[src/rtl/ras_ctrl_if.sv]
// Bundle of the predict-stage, FTQ-redirect and RAS-storage signals around the
// return-address-stack speculation controller. The master side is the
// BPU/FTQ/RAS environment; the slave side is ras_ctrl itself.
interface ras_ctrl_if #(
  parameter int STACKPTRW  = 4,
  parameter int STACKWIDE  = 32,
  parameter int RECURCOUNT = 7,
  parameter int FTQPTRW    = 3
);
  // predict stage
  logic                              BPUVALID;
  logic [FTQPTRW-1:0]                BPUTAG;
  logic                              BPUCALL;
  logic                              BPURET;
  logic [STACKWIDE-1:0]              BPUADDR;
  logic                              BPUREADY;
  // current RAS view
  logic [STACKPTRW-1:0]              TOPPTR;
  logic [STACKWIDE+RECURCOUNT-1:0]   TOPLINE;
  // FTQ redirect
  logic                              REDIRCT;
  logic [FTQPTRW-1:0]                REDIRTAG;
  logic                              REDIRCALL;
  logic                              REDIRRET;
  logic [STACKWIDE-1:0]              REDIRADDR;
  // RAS update strobes
  logic                              WABLE;
  logic                              RABLE;
  logic [STACKWIDE-1:0]              DIN;
  logic                              RSTVALID;
  logic [STACKPTRW-1:0]              RSTPTR;
  logic [STACKWIDE+RECURCOUNT-1:0]   RSTLINE;
  // status
  logic                              CKPTMISS;
  logic [7:0]                        DROPCNT;

  modport master (
    output BPUVALID, BPUTAG, BPUCALL, BPURET, BPUADDR,
    output TOPPTR, TOPLINE,
    output REDIRCT, REDIRTAG, REDIRCALL, REDIRRET, REDIRADDR,
    input  BPUREADY, WABLE, RABLE, DIN, RSTVALID, RSTPTR, RSTLINE,
    input  CKPTMISS, DROPCNT
  );

  modport slave (
    input  BPUVALID, BPUTAG, BPUCALL, BPURET, BPUADDR,
    input  TOPPTR, TOPLINE,
    input  REDIRCT, REDIRTAG, REDIRCALL, REDIRRET, REDIRADDR,
    output BPUREADY, WABLE, RABLE, DIN, RSTVALID, RSTPTR, RSTLINE,
    output CKPTMISS, DROPCNT
  );
endinterface

[src/rtl/ras_ctrl.sv]
// Return-address-stack speculation controller. Converts predicted call/return
// blocks into RAS push/pop strobes, checkpoints {pointer, top line} per FTQ
// entry, and on an FTQ redirect restores the stack from the checkpoint and then
// re-applies the redirecting instruction's own call/return as a fixup.
module ras_ctrl #(
  parameter int STACKDEEP  = 16,
  parameter int STACKPTRW  = 4,
  parameter int STACKWIDE  = 32,
  parameter int RECURCOUNT = 7,
  parameter int FTQDEEP    = 8,
  parameter int FTQPTRW    = 3
) (
  input logic        Clk,
  input logic        Rest,
  ras_ctrl_if.slave  bus
);

  localparam int LINEW = STACKWIDE + RECURCOUNT;
  localparam logic [STACKPTRW-1:0] PTR_FULL  = STACKPTRW'(STACKDEEP - 1);
  localparam logic [STACKPTRW-1:0] PTR_EMPTY = {STACKPTRW{1'b0}};

  typedef enum logic [1:0] {
    ST_IDLE    = 2'd0,
    ST_RESTORE = 2'd1,
    ST_FIXUP   = 2'd2
  } state_t;

  state_t               state_r;
  logic [STACKPTRW-1:0] ckpt_ptr_r  [FTQDEEP];
  logic [LINEW-1:0]     ckpt_line_r [FTQDEEP];
  logic [FTQDEEP-1:0]   ckpt_vld_r;

  logic [FTQPTRW-1:0]   lat_tag_r;
  logic                 lat_call_r;
  logic                 lat_ret_r;
  logic [STACKWIDE-1:0] lat_addr_r;

  logic                 wable_r;
  logic                 rable_r;
  logic [STACKWIDE-1:0] din_r;
  logic                 rstvalid_r;
  logic [STACKPTRW-1:0] rstptr_r;
  logic [LINEW-1:0]     rstline_r;
  logic                 ckptmiss_r;
  logic [7:0]           dropcnt_r;

  logic                 bpuready_s;
  logic                 accept_s;
  logic                 pred_push_s;
  logic                 pred_pop_s;
  logic [1:0]           pred_drops_s;
  logic                 fix_push_s;
  logic                 fix_pop_s;
  logic [1:0]           fix_drops_s;
  logic                 redir_hit_s;
  logic [FTQDEEP-1:0]   keep_mask_s;

  // Saturating add of a small drop count onto the 8-bit counter.
  function automatic logic [7:0] sat_add(input logic [7:0] cnt, input logic [1:0] inc);
    logic [8:0] sum;
    sum = {1'b0, cnt} + {7'd0, inc};
    if (sum > 9'd255) begin
      sat_add = 8'd255;
    end else begin
      sat_add = sum[7:0];
    end
  endfunction

  // Handshake, push/pop decisions for predict and fixup paths, restore lookup.
  always_comb begin
    bpuready_s  = (state_r == ST_IDLE) & ~bus.REDIRCT;
    accept_s    = bus.BPUVALID & bpuready_s;

    // Predict path: a call wins over a simultaneous return.
    pred_push_s  = bus.BPUCALL & (bus.TOPPTR != PTR_FULL);
    pred_pop_s   = bus.BPURET & ~bus.BPUCALL & (bus.TOPPTR != PTR_EMPTY);
    pred_drops_s = {1'b0, bus.BPUCALL & (bus.TOPPTR == PTR_FULL)}
                 + {1'b0, bus.BPUCALL & bus.BPURET}
                 + {1'b0, bus.BPURET & ~bus.BPUCALL & (bus.TOPPTR == PTR_EMPTY)};

    // Fixup path: judged against the pointer just restored.
    fix_push_s   = lat_call_r & (rstptr_r != PTR_FULL);
    fix_pop_s    = lat_ret_r & ~lat_call_r & (rstptr_r != PTR_EMPTY);
    fix_drops_s  = {1'b0, lat_call_r & (rstptr_r == PTR_FULL)}
                 + {1'b0, lat_call_r & lat_ret_r}
                 + {1'b0, lat_ret_r & ~lat_call_r & (rstptr_r == PTR_EMPTY)};

    redir_hit_s  = ckpt_vld_r[bus.REDIRTAG];
    keep_mask_s  = {{(FTQDEEP-1){1'b0}}, 1'b1} << lat_tag_r;
  end

  // Controller state machine: predict accept, restore and fixup sequencing.
  always_ff @(posedge Clk) begin
    if (Rest) begin
      state_r    <= ST_IDLE;
      ckpt_vld_r <= {FTQDEEP{1'b0}};
      lat_tag_r  <= {FTQPTRW{1'b0}};
      lat_call_r <= 1'b0;
      lat_ret_r  <= 1'b0;
      lat_addr_r <= {STACKWIDE{1'b0}};
      wable_r    <= 1'b0;
      rable_r    <= 1'b0;
      din_r      <= {STACKWIDE{1'b0}};
      rstvalid_r <= 1'b0;
      rstptr_r   <= {STACKPTRW{1'b0}};
      rstline_r  <= {LINEW{1'b0}};
      ckptmiss_r <= 1'b0;
      dropcnt_r  <= 8'd0;
    end else begin
      wable_r    <= 1'b0;
      rable_r    <= 1'b0;
      rstvalid_r <= 1'b0;
      if (bus.REDIRCT) begin
        // A redirect in any state (re)starts the restore and cancels any fixup.
        lat_tag_r  <= bus.REDIRTAG;
        lat_call_r <= bus.REDIRCALL;
        lat_ret_r  <= bus.REDIRRET;
        lat_addr_r <= bus.REDIRADDR;
        state_r    <= ST_RESTORE;
        rstvalid_r <= 1'b1;
        if (redir_hit_s) begin
          rstptr_r  <= ckpt_ptr_r[bus.REDIRTAG];
          rstline_r <= ckpt_line_r[bus.REDIRTAG];
        end else begin
          rstptr_r   <= {STACKPTRW{1'b0}};
          rstline_r  <= {LINEW{1'b0}};
          ckptmiss_r <= 1'b1;
        end
      end else begin
        case (state_r)
          ST_IDLE: begin
            if (accept_s) begin
              // Checkpoint holds the stack as it was before this block.
              ckpt_ptr_r[bus.BPUTAG]  <= bus.TOPPTR;
              ckpt_line_r[bus.BPUTAG] <= bus.TOPLINE;
              ckpt_vld_r[bus.BPUTAG]  <= 1'b1;
              wable_r                 <= pred_push_s;
              rable_r                 <= pred_pop_s;
              dropcnt_r               <= sat_add(dropcnt_r, pred_drops_s);
              if (pred_push_s) begin
                din_r <= bus.BPUADDR;
              end
            end
          end
          ST_RESTORE: begin
            // Restore committed: every younger checkpoint is squashed.
            ckpt_vld_r <= ckpt_vld_r & keep_mask_s;
            if (lat_call_r | lat_ret_r) begin
              state_r   <= ST_FIXUP;
              wable_r   <= fix_push_s;
              rable_r   <= fix_pop_s;
              dropcnt_r <= sat_add(dropcnt_r, fix_drops_s);
              if (fix_push_s) begin
                din_r <= lat_addr_r;
              end
            end else begin
              state_r <= ST_IDLE;
            end
          end
          ST_FIXUP: begin
            state_r <= ST_IDLE;
          end
          default: begin
            state_r <= ST_IDLE;
          end
        endcase
      end
    end
  end

  assign bus.BPUREADY = bpuready_s;
  assign bus.WABLE    = wable_r;
  assign bus.RABLE    = rable_r;
  assign bus.DIN      = din_r;
  assign bus.RSTVALID = rstvalid_r;
  assign bus.RSTPTR   = rstptr_r;
  assign bus.RSTLINE  = rstline_r;
  assign bus.CKPTMISS = ckptmiss_r;
  assign bus.DROPCNT  = dropcnt_r;

endmodule

[src/flat_wrapper.sv]
// flat-port wrapper written by rule: the top's interface ports become plain ports
module ras_ctrl_flat 
#(
  parameter int STACKDEEP  = 16,
  parameter int STACKPTRW  = 4,
  parameter int STACKWIDE  = 32,
  parameter int RECURCOUNT = 7,
  parameter int FTQDEEP    = 8,
  parameter int FTQPTRW    = 3
)
  (Clk, Rest, bus_BPUVALID, bus_BPUTAG, bus_BPUCALL, bus_BPURET, bus_BPUADDR, bus_TOPPTR, bus_TOPLINE, bus_REDIRCT, bus_REDIRTAG, bus_REDIRCALL, bus_REDIRRET, bus_REDIRADDR, bus_BPUREADY, bus_WABLE, bus_RABLE, bus_DIN, bus_RSTVALID, bus_RSTPTR, bus_RSTLINE, bus_CKPTMISS, bus_DROPCNT);
  ras_ctrl_if #(.STACKPTRW(STACKPTRW), .STACKWIDE(STACKWIDE), .RECURCOUNT(RECURCOUNT), .FTQPTRW(FTQPTRW)) bus_i ();
  input logic Clk;
  input logic Rest;
  input wire logic [$bits(bus_i.BPUVALID)-1:0] bus_BPUVALID;
  input wire logic [$bits(bus_i.BPUTAG)-1:0] bus_BPUTAG;
  input wire logic [$bits(bus_i.BPUCALL)-1:0] bus_BPUCALL;
  input wire logic [$bits(bus_i.BPURET)-1:0] bus_BPURET;
  input wire logic [$bits(bus_i.BPUADDR)-1:0] bus_BPUADDR;
  input wire logic [$bits(bus_i.TOPPTR)-1:0] bus_TOPPTR;
  input wire logic [$bits(bus_i.TOPLINE)-1:0] bus_TOPLINE;
  input wire logic [$bits(bus_i.REDIRCT)-1:0] bus_REDIRCT;
  input wire logic [$bits(bus_i.REDIRTAG)-1:0] bus_REDIRTAG;
  input wire logic [$bits(bus_i.REDIRCALL)-1:0] bus_REDIRCALL;
  input wire logic [$bits(bus_i.REDIRRET)-1:0] bus_REDIRRET;
  input wire logic [$bits(bus_i.REDIRADDR)-1:0] bus_REDIRADDR;
  output wire logic [$bits(bus_i.BPUREADY)-1:0] bus_BPUREADY;
  output wire logic [$bits(bus_i.WABLE)-1:0] bus_WABLE;
  output wire logic [$bits(bus_i.RABLE)-1:0] bus_RABLE;
  output wire logic [$bits(bus_i.DIN)-1:0] bus_DIN;
  output wire logic [$bits(bus_i.RSTVALID)-1:0] bus_RSTVALID;
  output wire logic [$bits(bus_i.RSTPTR)-1:0] bus_RSTPTR;
  output wire logic [$bits(bus_i.RSTLINE)-1:0] bus_RSTLINE;
  output wire logic [$bits(bus_i.CKPTMISS)-1:0] bus_CKPTMISS;
  output wire logic [$bits(bus_i.DROPCNT)-1:0] bus_DROPCNT;
  assign bus_i.BPUVALID = bus_BPUVALID;
  assign bus_i.BPUTAG = bus_BPUTAG;
  assign bus_i.BPUCALL = bus_BPUCALL;
  assign bus_i.BPURET = bus_BPURET;
  assign bus_i.BPUADDR = bus_BPUADDR;
  assign bus_i.TOPPTR = bus_TOPPTR;
  assign bus_i.TOPLINE = bus_TOPLINE;
  assign bus_i.REDIRCT = bus_REDIRCT;
  assign bus_i.REDIRTAG = bus_REDIRTAG;
  assign bus_i.REDIRCALL = bus_REDIRCALL;
  assign bus_i.REDIRRET = bus_REDIRRET;
  assign bus_i.REDIRADDR = bus_REDIRADDR;
  assign bus_BPUREADY = bus_i.BPUREADY;
  assign bus_WABLE = bus_i.WABLE;
  assign bus_RABLE = bus_i.RABLE;
  assign bus_DIN = bus_i.DIN;
  assign bus_RSTVALID = bus_i.RSTVALID;
  assign bus_RSTPTR = bus_i.RSTPTR;
  assign bus_RSTLINE = bus_i.RSTLINE;
  assign bus_CKPTMISS = bus_i.CKPTMISS;
  assign bus_DROPCNT = bus_i.DROPCNT;
  ras_ctrl #(.STACKDEEP(STACKDEEP), .STACKPTRW(STACKPTRW), .STACKWIDE(STACKWIDE), .RECURCOUNT(RECURCOUNT), .FTQDEEP(FTQDEEP), .FTQPTRW(FTQPTRW)) u_core (.Clk(Clk), .Rest(Rest), .bus(bus_i));
endmodule
[config.mk]
export PLATFORM = sky130hd
export DESIGN_NAME = ras_ctrl_flat
export DESIGN_NICKNAME = d
export VERILOG_FILES = /design/src/rtl/ras_ctrl_if.sv /design/src/rtl/ras_ctrl.sv /design/src/flat_wrapper.sv
export SDC_FILE = /design/constraint.sdc
export NUM_CORES = 1
export LEC_CHECK = 0
export CAP_MARGIN = 20
export CORE_MARGIN = 1
export CORE_UTILIZATION = 51
export DETAILED_ROUTE_END_ITERATION = 12
export PLACE_DENSITY = 0.8
export RECOVER_POWER = 25
export SLEW_MARGIN = 5
export SYNTH_ARGS = -nofsm -noshare
export SYNTH_HDL_FRONTEND = slang
export SYNTH_SLANG_ARGS = --single-unit
[constraint.sdc]
create_clock -name Clk -period 6.1 [get_ports Clk]
set_input_delay 1.22 -clock Clk [delete_from_list [all_inputs] [get_ports Clk]]
set_output_delay 1.22 -clock Clk [all_outputs]
set_load 0.02 [all_outputs]
==> run_results.csv, run 1 <==
group,metric,value,unit
finish,fin_cells,1880,
synth,ys_seq_area_frac,0.693,
floorplan,die_h,194,um
setup_path,cp_max_fo,42,
grt,grt_antenna_before_repair,8,
grt,grt_max_degree,73,
detailed_routing,drt-pass1-iter-count,5,
setup_path,worstPathRequired,4.88,ns
sta,finalHoldViolCount,0,
synth,syn-num-nets,1300,
detailed_routing,wl_per_cell,21.9,um
status,status,"completed",
synth,synth.avg_cell_area,16.0,um^2
synth,synth_top_flop_cell,"edfxtp_1",
synth,ys_ff_latch,478,
detailed_routing,wl,41200,um
setup_path,endpoint_kind,"output port",
sta,setup_tns,0,ns
synth,synth_warnings,0,
sta,rsz0062_at_grt,"false",
sta,setup-violations-final,0,
detailed_routing,vias,10800,
detailed_routing,drc_errors,0,
grt,grt_first_pass_wirelength,63300,um
power,leakagePower,7.87,nW
finish,final_util,0.636,
floorplan,std_cell_rows,69,
sta,max_freq,236,MHz
power,seqPwrFrac,0.521,
sta,fin_worst_skew,0.0240,ns
synth,yosys-top-cells-area,"edfxtp_1 55%, dfxtp_1 14%, mux4_2 10%",
power,switching_share,0.216,
finish,n_fill_cell,2477,
clock_tree,cts_num_sinks,478,
place,io_buffers,208,
sta,period_minus_slack,4.23,ns
sta,maxSlewViolCount,0,
floorplan,coreArea,35900,um^2
setup_path,arrival,3.01,ns
floorplan,io-pin-count,209,
finish,synthToLayoutAreaGrowth,21.7,%
grt,overflow,0,
clock_tree,numCtsBuffers,47,
worst_hold_path,min-delay-path-class,"flop to flop",
sta,slew_headroom,0.285,
power,irDropWorstVdd,0.197,mV
synth,postSynthCellCount,1171,
synth,ys_types,54,
clock_tree,clock_latency,0.59,ns
setup_path,slowest_delay,0.60,ns
clock_tree,cts.htree.levels,2,
place,dpl.hpwl,24400,um
finish,fin_nets,1507,
setup_path,crit_type,"input pin to output port",
power,power,6.82,mW
place,dp.cells,1790,
sta,fin_hold_ws,0.450,ns
synth,synth_top_area_share,0.550,
clock_tree,ctsResizeCount,0,
setup_path,critPathSlowestCell,"buf_4",
setup_path,start_kind,"input pin",
clock_tree,cts_setup_buffers,0,
finish,final_layout_size_suffix_gt1_frac,0.163,
floorplan,die-area,37600,um^2
floorplan,fp.dieW,194,um
detailed_routing,drt-initial-drc-count,732,
place,gp_congestion,0.820,
detailed_routing,ant_nets,0,
clock_tree,clkTransAtPathRegs,0.06,ns
setup_path,path_cells,"buf_2, buf_4, or2_1, nor2_1, clkdlybuf4s50_1",
power,internal-power,5.35,mW
detailed_routing,vias_per_cell,5.72,
synth,synth_edf_count,344,
sta,worst-slew-pin-transition,1.07,ns
clock_tree,cts_tree,"yes",
grt,grt_usage,0.222,
grt,grt_pass1_vias,10900,
clock_tree,holdBufCountCts,0,
floorplan,initial_core_util,0.523,
synth,async_flop_share,0,
run,maxCapViolCount,0,
clock_tree,cts_root_buf,"clkbuf_16",
power,clkPwrFrac,0.411,
power,switchingPower,1.47,mW
synth,synth.largest_area_cell,"edfxtp_1",
synth,synth_area,18800,um^2
sta,fin_crit_sh,0.693,
clock_tree,cts.path.max_buffers,3,
power,power_density,299,nW/um^2
power,combinationalPowerShare,0.068,
[Yosys cell counts, types with 2 or more instances]
| cell type | instances |
|---|---|
| clkbuf_1 | 38 |
| nand4_1 | 3 |
| buf_1 | 10 |
| a311o_1 | 3 |
| dfxtp_1 | 134 |
| o21ai_0 | 48 |
| nand2_1 | 115 |
| or3_1 | 2 |
| ha_1 | 4 |
| mux2_2 | 3 |
| mux4_2 | 86 |
| buf_6 | 4 |
| buf_2 | 16 |
| nor2_1 | 55 |
| a21oi_1 | 49 |
| o311ai_0 | 5 |
| edfxtp_1 | 344 |
| nand3_1 | 4 |
| and2_1 | 3 |
| inv_1 | 16 |
| o221ai_1 | 2 |
| a31oi_1 | 7 |
| o211ai_1 | 2 |
| nor2b_1 | 37 |
| nand2b_1 | 4 |
| or4_1 | 2 |
| nor4_1 | 6 |
| nor3_1 | 20 |
| or2_2 | 3 |
| fa_1 | 4 |
| mux2_4 | 30 |
| nor3b_1 | 3 |
| mux2i_1 | 85 |
| a41oi_1 | 4 |
[power groups by stage]
stage	clock network [mW]	registers [mW]	logic (mW)
6_report	2.80	3.55	0.466
3_5_place_dp	0	3.62	0.469
3_3_place_gp	0	3.62	0.460
4_1_cts	2.85	3.55	0.474
5_1_grt	2.98	3.56	0.501
2_1_floorplan	0	3.64	0.238
[logic make-up (layout without fill, tap and decap cells)]
logic type	Yosys count	count (layout)	synth area share
adders and majority gates	8	8	0.00693
muxes	204	204	0.174
other	0	3	0
DFF	478	478	0.693
buffers and inverters	86	331	0.0201
and+or+nand+nor	266	266	0.0663
AOI/OAI and AO/OA	129	129	0.0399
[per-stage QoR]
step / worst slack [ns] / cell area (um^2)
6_report: 1.87 / 22900
5_1_grt: 1.79 / 22900
4_1_cts: 1.87 / 22900
3_5_place_dp: 1.48 / 21300
3_3_place_gp: 1.55 / 21300
2_1_floorplan: 0.214 / 18800
[critical path: cells and delay by family]
family | cells | cell delay, ns
buffers and inverters | 3 | 1.26
and+or+nand+nor | 2 | 0.51
[layout make-up]
cell class              instances  area (um^2)  area share
repair buffers                228         2220      0.0972
clock inverters                15          139     0.00608
well taps                     461          577      0.0252
inverters                      16         60.1     0.00263
diodes                          3         7.51    0.000328
flip-flops and latches        478        13000       0.569
multi-input cells             607         5470       0.239
clock buffers                  72         1370      0.0600
[path summary, 6_finish.rpt]
kind	end	start	slack [ns]	cells after the start
worst max-delay path	bus_BPUREADY	bus_REDIRCT	1.87	5
worst max register to register	u_core.bus.DROPCNT[5]$_SDFFE_PP0P_	u_core.bus.RSTPTR[3]$_SDFFE_PP0P_	2.80	10
worst min register to register	u_core.bus.RSTLINE[38]$_SDFFE_PP0P_	u_core.bus.RSTLINE[38]$_SDFFE_PP0P_	0.45	2
worst min-delay path	u_core.bus.RSTLINE[38]$_SDFFE_PP0P_	u_core.bus.RSTLINE[38]$_SDFFE_PP0P_	0.45	2
[layer usage]
layer | vias to the layer above | track usage | share of wire
met5 | - | 0 | 0.00075
met4 | 4 | 0.0653 | 0.024
met3 | 75 | 0.0513 | 0.068
met2 | 401 | 0.383 | 0.50
met1 | 5390 | 0.279 | 0.41
li1 | 4887 | - | -
[layout by cell type (no fill, tap or decap), types with 4 or more instances in the layout]
cell	netlist	layout
edfxtp_1	344	344
clkdlybuf4s50_1	0	174
dfxtp_1	134	134
nand2_1	115	115
mux4_2	86	86
mux2i_1	85	85
a21oi_1	49	49
nor2_1	55	48
o21ai_0	48	48
clkbuf_16	0	48
nor2b_1	37	36
mux2_4	30	30
dlygate4sd3_1	0	29
buf_4	1	23
nor3_1	20	18
inv_1	16	16
clkbuf_1	38	16
clkbuf_8	0	8
nor2_4	0	7
a31oi_1	7	7
clkinv_2	0	7
nor4_1	6	6
o311ai_0	5	5
nand2b_1	4	4
nand3_1	4	4
a41oi_1	4	4
fa_1	4	4
ha_1	4	4
[state kept, by name (all words and copies together) (netlist names)]
signal / count
u_core.ckpt_vld_r: 8
u_core.bus.CKPTMISS: 1
u_core.lat_addr_r: 32
u_core.ckpt_ptr_r: 32
u_core.ckpt_line_r: 312
u_core.bus.RSTPTR: 4
u_core.bus.RSTLINE: 39
u_core.lat_call_r: 1
u_core.bus.WABLE: 1
u_core.bus.RSTVALID: 1
u_core.state_r: 2
u_core.lat_ret_r: 1
u_core.bus.DROPCNT: 8
u_core.bus.DIN: 32
u_core.lat_tag_r: 3
u_core.bus.RABLE: 1
Note: power is estimated with default switching activity, not from simulation.
==> run 2: changes to the inputs <==
Clock period 6.1 ns to 3.61 ns, I/O delays scaled along.
==> run_results.csv, run 2 (synthesis gave the netlist of run 1 again) <==
group,metric,value,unit
status,status,"completed",
power,leakagePower,8.00,nW
finish,final_cell_area,23100,um^2
floorplan,fp.dieW,194,um
setup_path,endpoint_kind,"flop",
setup_path,r2r_setup_slack,0.26,ns
sta,rsz0062_at_grt,"false",
power,power_density,495,nW/um^2
grt,grt_pass1_vias,11100,
finish,fin_nets,1526,
sta,worst-slew-pin-transition,0.777,ns
floorplan,initial_core_util,0.523,
finish,most-common-layout-cells,"344 x edfxtp_1, 173 x clkdlybuf4s50_1, 134 x dfxtp_1",
sta,slew_headroom,0.480,
finish,final_layout_size_suffix_gt1_frac,0.174,
detailed_routing,drt-initial-drc-count,857,
grt,overflow,0,
finish,regMostFlops,"u_core.ckpt_line_r",
power,irDropWorstVdd,0.375,mV
floorplan,die_h,194,um
finish,largest_reg_flops,312,
detailed_routing,vias_per_cell,5.73,
setup_path,start_kind,"input pin",
grt,grt_first_pass_wirelength,63600,um
detailed_routing,wl_per_cell,21.5,um
place,io_buffers,208,
clock_tree,ctsResizeCount,0,
detailed_routing,vias,10900,
clock_tree,cts_tree,"yes",
floorplan,coreArea,35900,um^2
setup_path,cp_max_fo,4,
run,maxCapViolCount,0,
floorplan,io-pin-count,209,
detailed_routing,drt-pass1-iter-count,7,
place,gp_congestion,0.843,
place,dp.cells,1809,
place,dpl.hpwl,25100,um
floorplan,std_cell_rows,69,
finish,synthToLayoutAreaGrowth,23.2,%
sta,setup-violations-final,0,
grt,grt_usage,0.218,
finish,n_fill_cell,2484,
worst_hold_path,min-delay-path-class,"flop to flop",
floorplan,die-area,37600,um^2
sta,fin_worst_skew,0.0262,ns
sta,max_freq,293,MHz
clock_tree,holdBufCountCts,0,
clock_tree,clkTransAtPathRegs,0.06,ns
detailed_routing,drc_errors,0,
grt,grt_max_degree,110,
place,place_area,21700,um^2
clock_tree,clock_latency,0.55,ns
finish,fin_cells,1897,
clock_tree,cts.htree.levels,2,
clock_tree,cts_num_sinks,478,
detailed_routing,wl,40700,um
sta,maxSlewViolCount,0,
sta,period_minus_slack,3.41,ns
clock_tree,cts_setup_buffers,0,
detailed_routing,ant_nets,0,
clock_tree,cts_root_buf,"clkbuf_16",
sta,finalHoldViolCount,0,
setup_path,worstPathRequired,4.03,ns
setup_path,crit_type,"input pin to flop",
setup_path,arrival,3.83,ns
clock_tree,numCtsBuffers,47,
finish,layout_commonest_cell,"edfxtp_1",
grt,grt_antenna_before_repair,6,
clock_tree,cts.path.max_buffers,3,
sta,fin_crit_sh,0.944,
-- run 2: cell types whose count changed in the layout (fill, tap and decap cells not counted), moves of 2 or more --
| cell | previous run | this run |
|---|---|---|
| clkbuf_1 | 16 | 9 |
| clkinv_2 | 7 | 11 |
| buf_12 | 0 | 15 |
| clkinvlp_4 | 1 | 3 |
| nor3_4 | 1 | 3 |
| clkinv_1 | 2 | 9 |
| nor3_2 | 2 | 0 |
| inv_6 | 0 | 3 |
| inv_4 | 2 | 0 |
| clkbuf_8 | 8 | 5 |
-- run 2: layer usage --
metal	track usage	wire, um	share of wire
met1	0.282	16700	0.41
met2	0.380	20900	0.51
met3	0.0421	2450	0.060
met4	0.0523	655	0.016
met5	0	23	0.00056
-- run 2: cell type report --
type	count	area (um^2)	share of cell area
timing repair buffer	247	2540	0.110
clock inverter	29	209	0.00903
sequential	478	13000	0.562
antenna	2	5.00	0.000216
tap	461	577	0.0249
multi-input combinational	607	5480	0.237
clock buffer	57	1260	0.0546
inverter	16	60.1	0.00259
-- run 2: final timing paths --
kind / startpoint / endpoint / cells past startpoint
hold / removal: u_core.bus.RSTLINE[5]$_SDFFE_PP0P_ / u_core.bus.RSTLINE[5]$_SDFFE_PP0P_ / 2
setup reg to reg: u_core.bus.RSTPTR[3]$_SDFFE_PP0P_ / u_core.bus.DROPCNT[5]$_SDFFE_PP0P_ / 10
setup / recovery: bus_TOPPTR[0] / u_core.bus.DROPCNT[5]$_SDFFE_PP0P_ / 11
hold reg to reg: u_core.bus.RSTLINE[5]$_SDFFE_PP0P_ / u_core.bus.RSTLINE[5]$_SDFFE_PP0P_ / 2
-- run 2: metrics by stage --
step	setup WS (ns)	TNS (ns)	util	hold WS [ns]	power (mW)
floorplan	-0.624	-74.20	-	0.460	6.56
global placement	-0.0825	-0.0930	0.604	0.434	6.91
detailed placement	-0.171	-0.223	0.604	0.447	6.94
CTS	0.260	0	0.645	0.461	11.5
global route	0.0373	0	0.644	0.485	11.8
finish	0.201	0	0.644	0.453	11.4
-- run 2: where the power goes --
part	switching (mW)	internal, mW	total [mW]	leakage (nW)
Sequential	0.0447	5.96	6.00	4.19
Combinational	0.417	0.390	0.806	3.08
Clock	1.99	2.64	4.64	0.727
-- run 2: worst max-delay path, cell delays in order --
cell	delay [ns]
dlygate4sd3_1	0.55
or4_1	0.57
nor2_1	0.16
fa_1	0.19
ha_1	0.17
inv_1	0.06
fa_1	0.45
o31ai_1	0.34
buf_4	0.20
nor4_1	0.05
a2111oi_1	0.36
